--- src/rtl/video_nmode_sched_pkg.sv ---
// Shared constants, state encoding and descriptor field layout for the mode #4 fetch scheduler.
package video_nmode_sched_pkg;

    localparam int unsigned PAL_WORDS  = 256;
    localparam int unsigned DESC_WORDS = 4;
    localparam int unsigned LINES      = 200;
    localparam int unsigned PIX_WORDS  = 160;
    localparam int unsigned DESC_BASE  = 256;

    localparam logic [1:0] LMODE_320_64C = 2'b00;
    localparam logic [1:0] LMODE_640_16C = 2'b01;
    localparam logic [1:0] LMODE_320_DPF = 2'b10;
    localparam logic [1:0] LMODE_640_TXT = 2'b11;

    typedef enum logic [2:0] {
        StIdle,
        StPal,
        StDesc,
        StPix,
        StDone
    } state_e;

    // Descriptor word bit-field positions
    localparam int unsigned DESC_YPTR_LSB  = 0;
    localparam int unsigned DESC_LMODE_LSB = 13;
    localparam int unsigned DESC_XCTR_LSB  = 0;
    localparam int unsigned DESC_SCRL_LSB  = 8;
    localparam int unsigned DESC_LAG_LSB   = 11;
    localparam int unsigned DESC_PAL54_LSB = 13;

    function automatic logic lmode_dual(input logic [1:0] lm);
        return (lm == LMODE_320_DPF) || (lm == LMODE_640_TXT);
    endfunction

    // Text mode fetches less per slot than the bitmap modes
    function automatic logic [1:0] lmode_bw(input logic [1:0] lm);
        return (lm == LMODE_640_TXT) ? 2'b01 : 2'b10;
    endfunction

endpackage

--- src/rtl/video_ndesc_latch.sv ---
// Decodes line-descriptor words into plane pointers and line attributes by strobe index;
// also advances the X counters as pixel slots are issued.
module video_ndesc_latch
    import video_nmode_sched_pkg::*;
(
    input  logic        clk,
    input  logic        rst_n,
    input  logic        load,
    input  logic [1:0]  idx,
    input  logic [15:0] data,
    input  logic        inc0,
    input  logic        inc1,
    output logic [12:0] nyptr0,
    output logic [12:0] nyptr1,
    output logic [7:0]  nxctr0,
    output logic [7:0]  nxctr1,
    output logic [1:0]  lmode,
    output logic [1:0]  pal54,
    output logic [2:0]  scrleft,
    output logic [1:0]  plane1_lag
);

    logic unused_data_msb;
    assign unused_data_msb = data[15];

    always_ff @(posedge clk or negedge rst_n) begin
        if (!rst_n) begin
            nyptr0     <= '0;
            nyptr1     <= '0;
            nxctr0     <= '0;
            nxctr1     <= '0;
            lmode      <= '0;
            pal54      <= '0;
            scrleft    <= '0;
            plane1_lag <= '0;
        end else if (load) begin
            unique case (idx)
                2'd0: begin
                    nyptr0 <= data[DESC_YPTR_LSB +: 13];
                    lmode  <= data[DESC_LMODE_LSB +: 2];
                end
                2'd1: nyptr1 <= data[DESC_YPTR_LSB +: 13];
                2'd2: begin
                    nxctr0     <= data[DESC_XCTR_LSB +: 8];
                    scrleft    <= data[DESC_SCRL_LSB +: 3];
                    plane1_lag <= data[DESC_LAG_LSB +: 2];
                    pal54      <= data[DESC_PAL54_LSB +: 2];
                end
                2'd3: nxctr1 <= data[DESC_XCTR_LSB +: 8];
                default: ;
            endcase
        end else begin
            if (inc0) nxctr0 <= nxctr0 + 8'd1;
            if (inc1) nxctr1 <= nxctr1 + 8'd1;
        end
    end

endmodule

--- src/rtl/video_nmode_sched.sv ---
// Mode #4 video fetch scheduler: palette per frame, descriptor per line, then plane pixel slots.
module video_nmode_sched
    import video_nmode_sched_pkg::*;
(
    input  logic        clk,
    input  logic        rst_n,
    input  logic        mode_new,
    input  logic        int_start,
    input  logic        line_start,
    input  logic        vpix,
    input  logic        video_next,
    input  logic        video_strobe,
    input  logic [15:0] video_data,
    output logic        naddr_fetch,
    output logic        naddr_plane0,
    output logic        naddr_plane1,
    output logic [10:0] nfetch_ptr,
    output logic [12:0] nyptr0,
    output logic [12:0] nyptr1,
    output logic [7:0]  nxctr0,
    output logic [7:0]  nxctr1,
    output logic [1:0]  lmode,
    output logic [1:0]  pal54,
    output logic [2:0]  scrleft,
    output logic [1:0]  plane1_lag,
    output logic [1:0]  video_bw,
    output logic        pal_we,
    output logic [7:0]  pal_addr,
    output logic [15:0] pal_data,
    output logic        overrun
);

    state_e     state, state_next;
    logic [7:0] line_cnt;
    logic [7:0] pix_cnt;
    logic [1:0] desc_idx;
    logic       plane_sel;
    logic       line_pend;
    logic       dual;
    logic       frame_go, line_ok;
    logic       pal_last, desc_last, pix_last;
    logic       desc_enter, pix_enter;
    logic       desc_load, inc0, inc1;

    assign dual      = lmode_dual(lmode);
    assign frame_go  = int_start & mode_new;
    assign line_ok   = line_start & vpix & mode_new & (line_cnt < 8'(LINES));
    assign pal_last  = (state == StPal) & video_strobe & (pal_addr == 8'(PAL_WORDS - 1));
    assign desc_last = (state == StDesc) & video_strobe & (desc_idx == 2'(DESC_WORDS - 1));
    assign pix_last  = (state == StPix) & video_next & (pix_cnt == 8'(PIX_WORDS - 1));

    assign desc_enter = (state_next == StDesc) & (state != StDesc);
    assign pix_enter  = (state == StDesc) & (state_next == StPix);
    assign desc_load  = (state == StDesc) & video_strobe;
    assign inc0       = (state == StPix) & video_next & naddr_plane0;
    assign inc1       = (state == StPix) & video_next & naddr_plane1;

    always_ff @(posedge clk or negedge rst_n) begin
        if (!rst_n) state <= StIdle;
        else        state <= state_next;
    end

    always_comb begin
        state_next = state;
        if (!mode_new) begin
            state_next = StIdle;
        end else if (int_start) begin
            state_next = StPal;
        end else begin
            unique case (state)
                StIdle, StDone: if (line_ok) state_next = StDesc;
                StPal:  if (pal_last) state_next = (line_pend | line_ok) ? StDesc : StIdle;
                StDesc: if (desc_last) state_next = StPix;
                // A line start while slots remain aborts the line
                StPix: begin
                    if (line_ok)       state_next = StDesc;
                    else if (pix_last) state_next = StDone;
                end
                default: state_next = StIdle;
            endcase
        end
    end

    always_comb begin
        naddr_fetch  = 1'b0;
        naddr_plane0 = 1'b0;
        naddr_plane1 = 1'b0;
        video_bw     = 2'b00;
        pal_we       = 1'b0;
        pal_data     = '0;
        unique case (state)
            StPal: begin
                naddr_fetch = 1'b1;
                video_bw    = 2'b11;
                pal_we      = video_strobe;
                pal_data    = video_strobe ? video_data : 16'h0000;
            end
            StDesc: begin
                naddr_fetch = 1'b1;
                video_bw    = 2'b11;
            end
            StPix: begin
                naddr_plane0 = ~(dual & plane_sel);
                naddr_plane1 = dual & plane_sel;
                video_bw     = lmode_bw(lmode);
            end
            StDone:  video_bw = lmode_bw(lmode);
            default: ;
        endcase
    end

    always_ff @(posedge clk or negedge rst_n) begin
        if (!rst_n) begin
            nfetch_ptr <= '0;
            pal_addr   <= '0;
            line_cnt   <= '0;
            desc_idx   <= '0;
            pix_cnt    <= '0;
            plane_sel  <= 1'b0;
            line_pend  <= 1'b0;
            overrun    <= 1'b0;
        end else if (frame_go) begin
            nfetch_ptr <= '0;
            pal_addr   <= '0;
            line_cnt   <= '0;
            line_pend  <= 1'b0;
            overrun    <= 1'b0;
        end else begin
            if (desc_enter) begin
                nfetch_ptr <= 11'(DESC_BASE) + {1'b0, line_cnt, 2'b00};
                desc_idx   <= '0;
            end else begin
                if (naddr_fetch && video_next) nfetch_ptr <= nfetch_ptr + 11'd1;
                if (desc_load) desc_idx <= desc_idx + 2'd1;
            end
            if (pal_we) pal_addr <= pal_addr + 8'd1;
            line_pend <= (state == StPal) & ~pal_last & (line_pend | line_ok);
            if (pix_enter) begin
                line_cnt  <= line_cnt + 8'd1;
                pix_cnt   <= '0;
                plane_sel <= 1'b0;
            end else if (state == StPix && video_next) begin
                pix_cnt   <= pix_cnt + 8'd1;
                plane_sel <= dual & ~plane_sel;
            end
            if (state == StPix && state_next == StDesc) overrun <= 1'b1;
        end
    end

    video_ndesc_latch u_desc (
        .clk        (clk),
        .rst_n      (rst_n),
        .load       (desc_load),
        .idx        (desc_idx),
        .data       (video_data),
        .inc0       (inc0),
        .inc1       (inc1),
        .nyptr0     (nyptr0),
        .nyptr1     (nyptr1),
        .nxctr0     (nxctr0),
        .nxctr1     (nxctr1),
        .lmode      (lmode),
        .pal54      (pal54),
        .scrleft    (scrleft),
        .plane1_lag (plane1_lag)
    );

endmodule

--- config.mk ---
export PLATFORM = sky130hd
export DESIGN_NAME = video_nmode_sched
export DESIGN_NICKNAME = d
export VERILOG_FILES = /design/src/rtl/video_nmode_sched_pkg.sv /design/src/rtl/video_ndesc_latch.sv /design/src/rtl/video_nmode_sched.sv
export SDC_FILE = /design/constraint.sdc
export NUM_CORES = 1
export LEC_CHECK = 0
export ABC_CLOCK_PERIOD_IN_PS = 3890
export CELL_PAD_IN_SITES_DETAIL_PLACEMENT = 1
export CELL_PAD_IN_SITES_GLOBAL_PLACEMENT = 1
export CORE_ASPECT_RATIO = 0.8
export CORE_UTILIZATION = 41
export CTS_CLUSTER_DIAMETER = 60
export DETAILED_ROUTE_END_ITERATION = 10
export GPL_ROUTABILITY_DRIVEN = 0
export PLACE_DENSITY_LB_ADDON = 0.1
export SLEW_MARGIN = 10
export SYNTH_ARGS = -nofsm -noshare
export SYNTH_HDL_FRONTEND = slang
export SYNTH_SLANG_ARGS = --single-unit
--- constraint.sdc ---
create_clock -name clk -period 3.89 [get_ports clk]
set_input_delay 0.778 -clock clk [delete_from_list [all_inputs] [get_ports clk]]
set_output_delay 0.778 -clock clk [all_outputs]
set_load 0.005 [all_outputs]
==> impl_metrics.py, run 1 <==
metrics = {
    "global_routing": {
        "grt_max_degree": 53,
        "grt_pass1_wl_um": 22800,
        "grt_usage": 0.245,
        "antenna_found_initial": 0,
        "grt_pass1_vias": 4225,
        "grt-ovfl-total": 0,
    },
    "clock_network": {
        "clock_latency_ns": 0.35,
        "ctsHoldBuffers": 0,
        "cts_resized": 0,
        "path_clk_slew_ns": 0.07,
        "htreeDepth": 3,
        "clock-sinks": 94,
        "cts_root_buf": "clkbuf_16",
        "post-cts-setup-buffer-count": 0,
        "numCtsBuffers": 9,
        "cts_tree": "built",
        "cts_buffer_depth": 2,
    },
    "detailed_routing": {
        "drc": 0,
        "vias": 4118,
        "wl_met1_um": 6870,
        "wirelength_um": 14200,
        "drt_iter0_drc": 170,
        "top_layer_used": "met4",
        "met2WireLength_um": 6560,
        "vias_per_cell": 5.61,
        "postRouteAntennaNets": 0,
        "firstDrtPassIters": 4,
        "wire_per_inst_um": 19.4,
        "wl_met3_um": 637,
    },
    "setup_path": {
        "crit_required_ns": 3.11,
        "cp-start-kind": "input port",
        "cpPeakStageDelay_ns": 0.54,
        "critPathKind": "in -> out",
        "crit_chain": "clkdlybuf4s50_1, nand4bb_4, inv_1, and2_1, clkdlybuf4s50_1",
        "crit_top_cell": "clkdlybuf4s50_1",
        "arrival_ns": 2.68,
        "path_delay_family": "buffers and inverters",
        "crit_slowest_cell": "clkdlybuf4s50_1",
        "endpoint_kind": "primary output",
        "critical_path.max_fanout": 18,
        "crit_buf_inv": 3,
    },
    "power": {
        "vdd.ir_drop.worst_v": 0.000230,
        "p_leak_uw": 0.00275,
        "clkPwrFrac": 0.391,
        "switching_share": 0.270,
        "p_per_area_nw_per_um2": 350,
        "finalPower_uw": 2280,
        "p_sw_uw": 614,
        "pwr-share-seq": 0.474,
        "power_frac_comb": 0.135,
        "p_int_uw": 1660,
    },
    "placed_design": {
        "place_hpwl_um": 10400,
        "port_buffers": 116,
        "place_inst": 718,
        "dpl_cell_area_sq_um": 6210,
    },
    "synth": {
        "ys_top_cells_by_count": "dfrtp_1 (94), nor2_1 (41), mux2_2 (36), nand2_1 (36)",
        "syn_nets": 501,
        "avgSynthCellArea_sq_um": 10.4,
        "synth-async-reset-ratio": 1.00,
        "synth_edf_count": 0,
        "ys_ff_latch": 94,
        "synth_area_leaders": "dfrtp_1 (48%), mux2_2 (8.3%), nor2_1 (3.2%)",
        "seq_area_frac_synth": 0.483,
        "synthFlopType": "dfrtp_1",
        "synth_largest_area_cell": "dfrtp_1",
        "yosys_warnings": 0,
        "post_synth_instance_area_sq_um": 4870,
        "yosysUniqueCellTypes": 50,
        "netlist_instances": 466,
        "synth_top_area_share": 0.483,
        "yosysMostFrequentCell": "dfrtp_1",
    },
    "floorplan": {
        "coreArea_sq_um": 11600,
        "rows": 35,
        "io_pins": 117,
        "start_util": 0.421,
        "die_y_um": 99.5,
        "die_area_sq_um": 12300,
        "die_w_um": 124,
    },
    "sta": {
        "skew_ns": 0.00877,
        "max_freq_mhz": 289,
        "setup_tns_ns": 0,
        "worst_pin_slew_ns": 0.799,
        "maxSlewViolCount": 0,
        "maxSlewHeadroom": 0.466,
        "post-route-period-util": 0.889,
        "setup_viol": 0,
        "hold_viol": 0,
        "rsz0062_at_grt": "false",
        "fin_crit_ns": 3.46,
    },
    "final_layout": {
        "drive_gt1_frac": 0.116,
        "layout.nets": 616,
        "fin_area_sq_um": 6510,
        "syn2layout_area_growth_pct": 33.7,
        "fill_cells": 1275,
        "finalNonFillerCells": 734,
        "antenna_cells_inserted": 0,
    },
    "status": {
        "outcome": "complete, no violations",
    },
    "flow_run": {
        "maxCapViolCount": 0,
    },
    "worst_hold_path": {
        "hold_path_class": "in -> async",
    },
}
-- logic make-up (layout without fill, tap and decap cells) --
logic type      Yosys count  count (layout)  synth area share
simple gates            175             175             0.186
fa+ha+maj                11              11            0.0283
xor+xnor                 27              27            0.0486
compound gates           87              87             0.132
mux                      43              43            0.0977
flops                    94              94             0.483
buf+inv                  29             149            0.0236
-- power groups by stage --
| stage | clock [uW] | sequential, uW | combinational, uW |
|---|---|---|---|
| finish | 890 | 1080 | 308 |
| global route | 945 | 1090 | 339 |
| CTS | 918 | 1080 | 313 |
| detailed placement | 0 | 1100 | 312 |
| global placement | 0 | 1090 | 301 |
| floorplan | 0 | 1090 | 109 |
-- metal layers --
layer | global-route usage | up-vias
li1 | - | 1908
met2 | 0.376 | 94
met5 | 0 | -
met1 | 0.348 | 2107
met3 | 0.0550 | 9
met4 | 0.0602 | 0
-- layout make-up --
cell class / instances / area, sq um / share of cell area
clock buffer: 9 / 225 / 0.0346
clock inverter: 7 / 77.6 / 0.0119
inverter: 10 / 37.5 / 0.00577
multi-input combinational: 343 / 2410 / 0.370
sequential: 94 / 2350 / 0.361
tap: 148 / 185 / 0.0285
timing repair buffer: 123 / 1220 / 0.188
-- layout by cell type (no fill, tap or decap), types with 2 or more instances in the layout --
cell and instances:
clkdlybuf4s50_1 115, dfrtp_1 94, nor2_1 41, nand2_1 36, mux2_2 36, and2_1 24, nand3_1 24, a21oi_1 21
xor2_1 16, o21ai_0 15, nand4_1 12, and3_1 11, xnor2_1 11, ha_1 11, inv_1 10, o22a_1 10
a31oi_1 9, clkbuf_16 9, a211oi_1 8, nor3_1 8, mux2i_1 7, buf_4 7, a2111oi_0 5, nor2b_1 4
and4_1 3, o21a_1 3, inv_6 3, o22ai_1 2, nor3b_1 2, nor4_1 2, clkinv_8 2
-- metrics by stage --
step / utilization / hold slack (ns) / worst slack (ns)
2_1_floorplan: - / 0.470 / 1.70
3_3_place_gp: 0.537 / 0.487 / 0.498
3_5_place_dp: 0.537 / 0.493 / 0.387
4_1_cts: 0.563 / 0.440 / 0.388
5_1_grt: 0.563 / 0.476 / 0.265
6_report: 0.563 / 0.425 / 0.433
-- sequential cells by signal, indices dropped and copies added, names as in the netlist --
name,count
plane_sel,1
u_desc.scrleft,3
u_desc.nyptr0,13
u_desc.nyptr1,13
line_cnt,8
u_desc.lmode,2
nfetch_ptr,11
desc_idx,2
u_desc.plane1_lag,2
overrun,1
u_desc.nxctr0,8
u_desc.nxctr1,8
pix_cnt,8
state,3
pal_addr,8
line_pend,1
u_desc.pal54,2
-- worst paths after layout --
check | startpoint | endpoint | slack [ns] | cells after the start
worst max-delay path | video_strobe | pal_data[4] | 0.43 | 5
worst min-delay path | rst_n | line_cnt[5]$_DFFE_PN0P_ | 0.43 | 1
worst max register to register | state[1]$_DFF_PN0_ | u_desc.nxctr0[6]$_DFFE_PN0P_ | 1.16 | 5
worst min register to register | u_desc.nyptr0[3]$_DFFE_PN0P_ | u_desc.nyptr0[3]$_DFFE_PN0P_ | 0.51 | 1
max in group asynchronous | rst_n | u_desc.nyptr0[3]$_DFFE_PN0P_ | 2.77 | 2
min in group clk | u_desc.nyptr0[3]$_DFFE_PN0P_ | u_desc.nyptr0[3]$_DFFE_PN0P_ | 0.51 | 1
No activity file was read; power rests on OpenSTA's default activity.
==> run 2, diff against run 1 <==
--- a/config.mk
+++ b/config.mk
@@ -6,6 +6,7 @@
 export NUM_CORES = 1
 export LEC_CHECK = 0
 export ABC_CLOCK_PERIOD_IN_PS = 3890
+export CAP_MARGIN = 20
 export CELL_PAD_IN_SITES_DETAIL_PLACEMENT = 1
 export CELL_PAD_IN_SITES_GLOBAL_PLACEMENT = 1
 export CORE_ASPECT_RATIO = 0.8
@@ -18,3 +19,4 @@
 export SYNTH_ARGS = -nofsm -noshare
 export SYNTH_HDL_FRONTEND = slang
 export SYNTH_SLANG_ARGS = --single-unit
+export TNS_END_PERCENT = 50
==> results of run 2 <==
The final DEF is identical to that of run 1; final timing and power are the same.
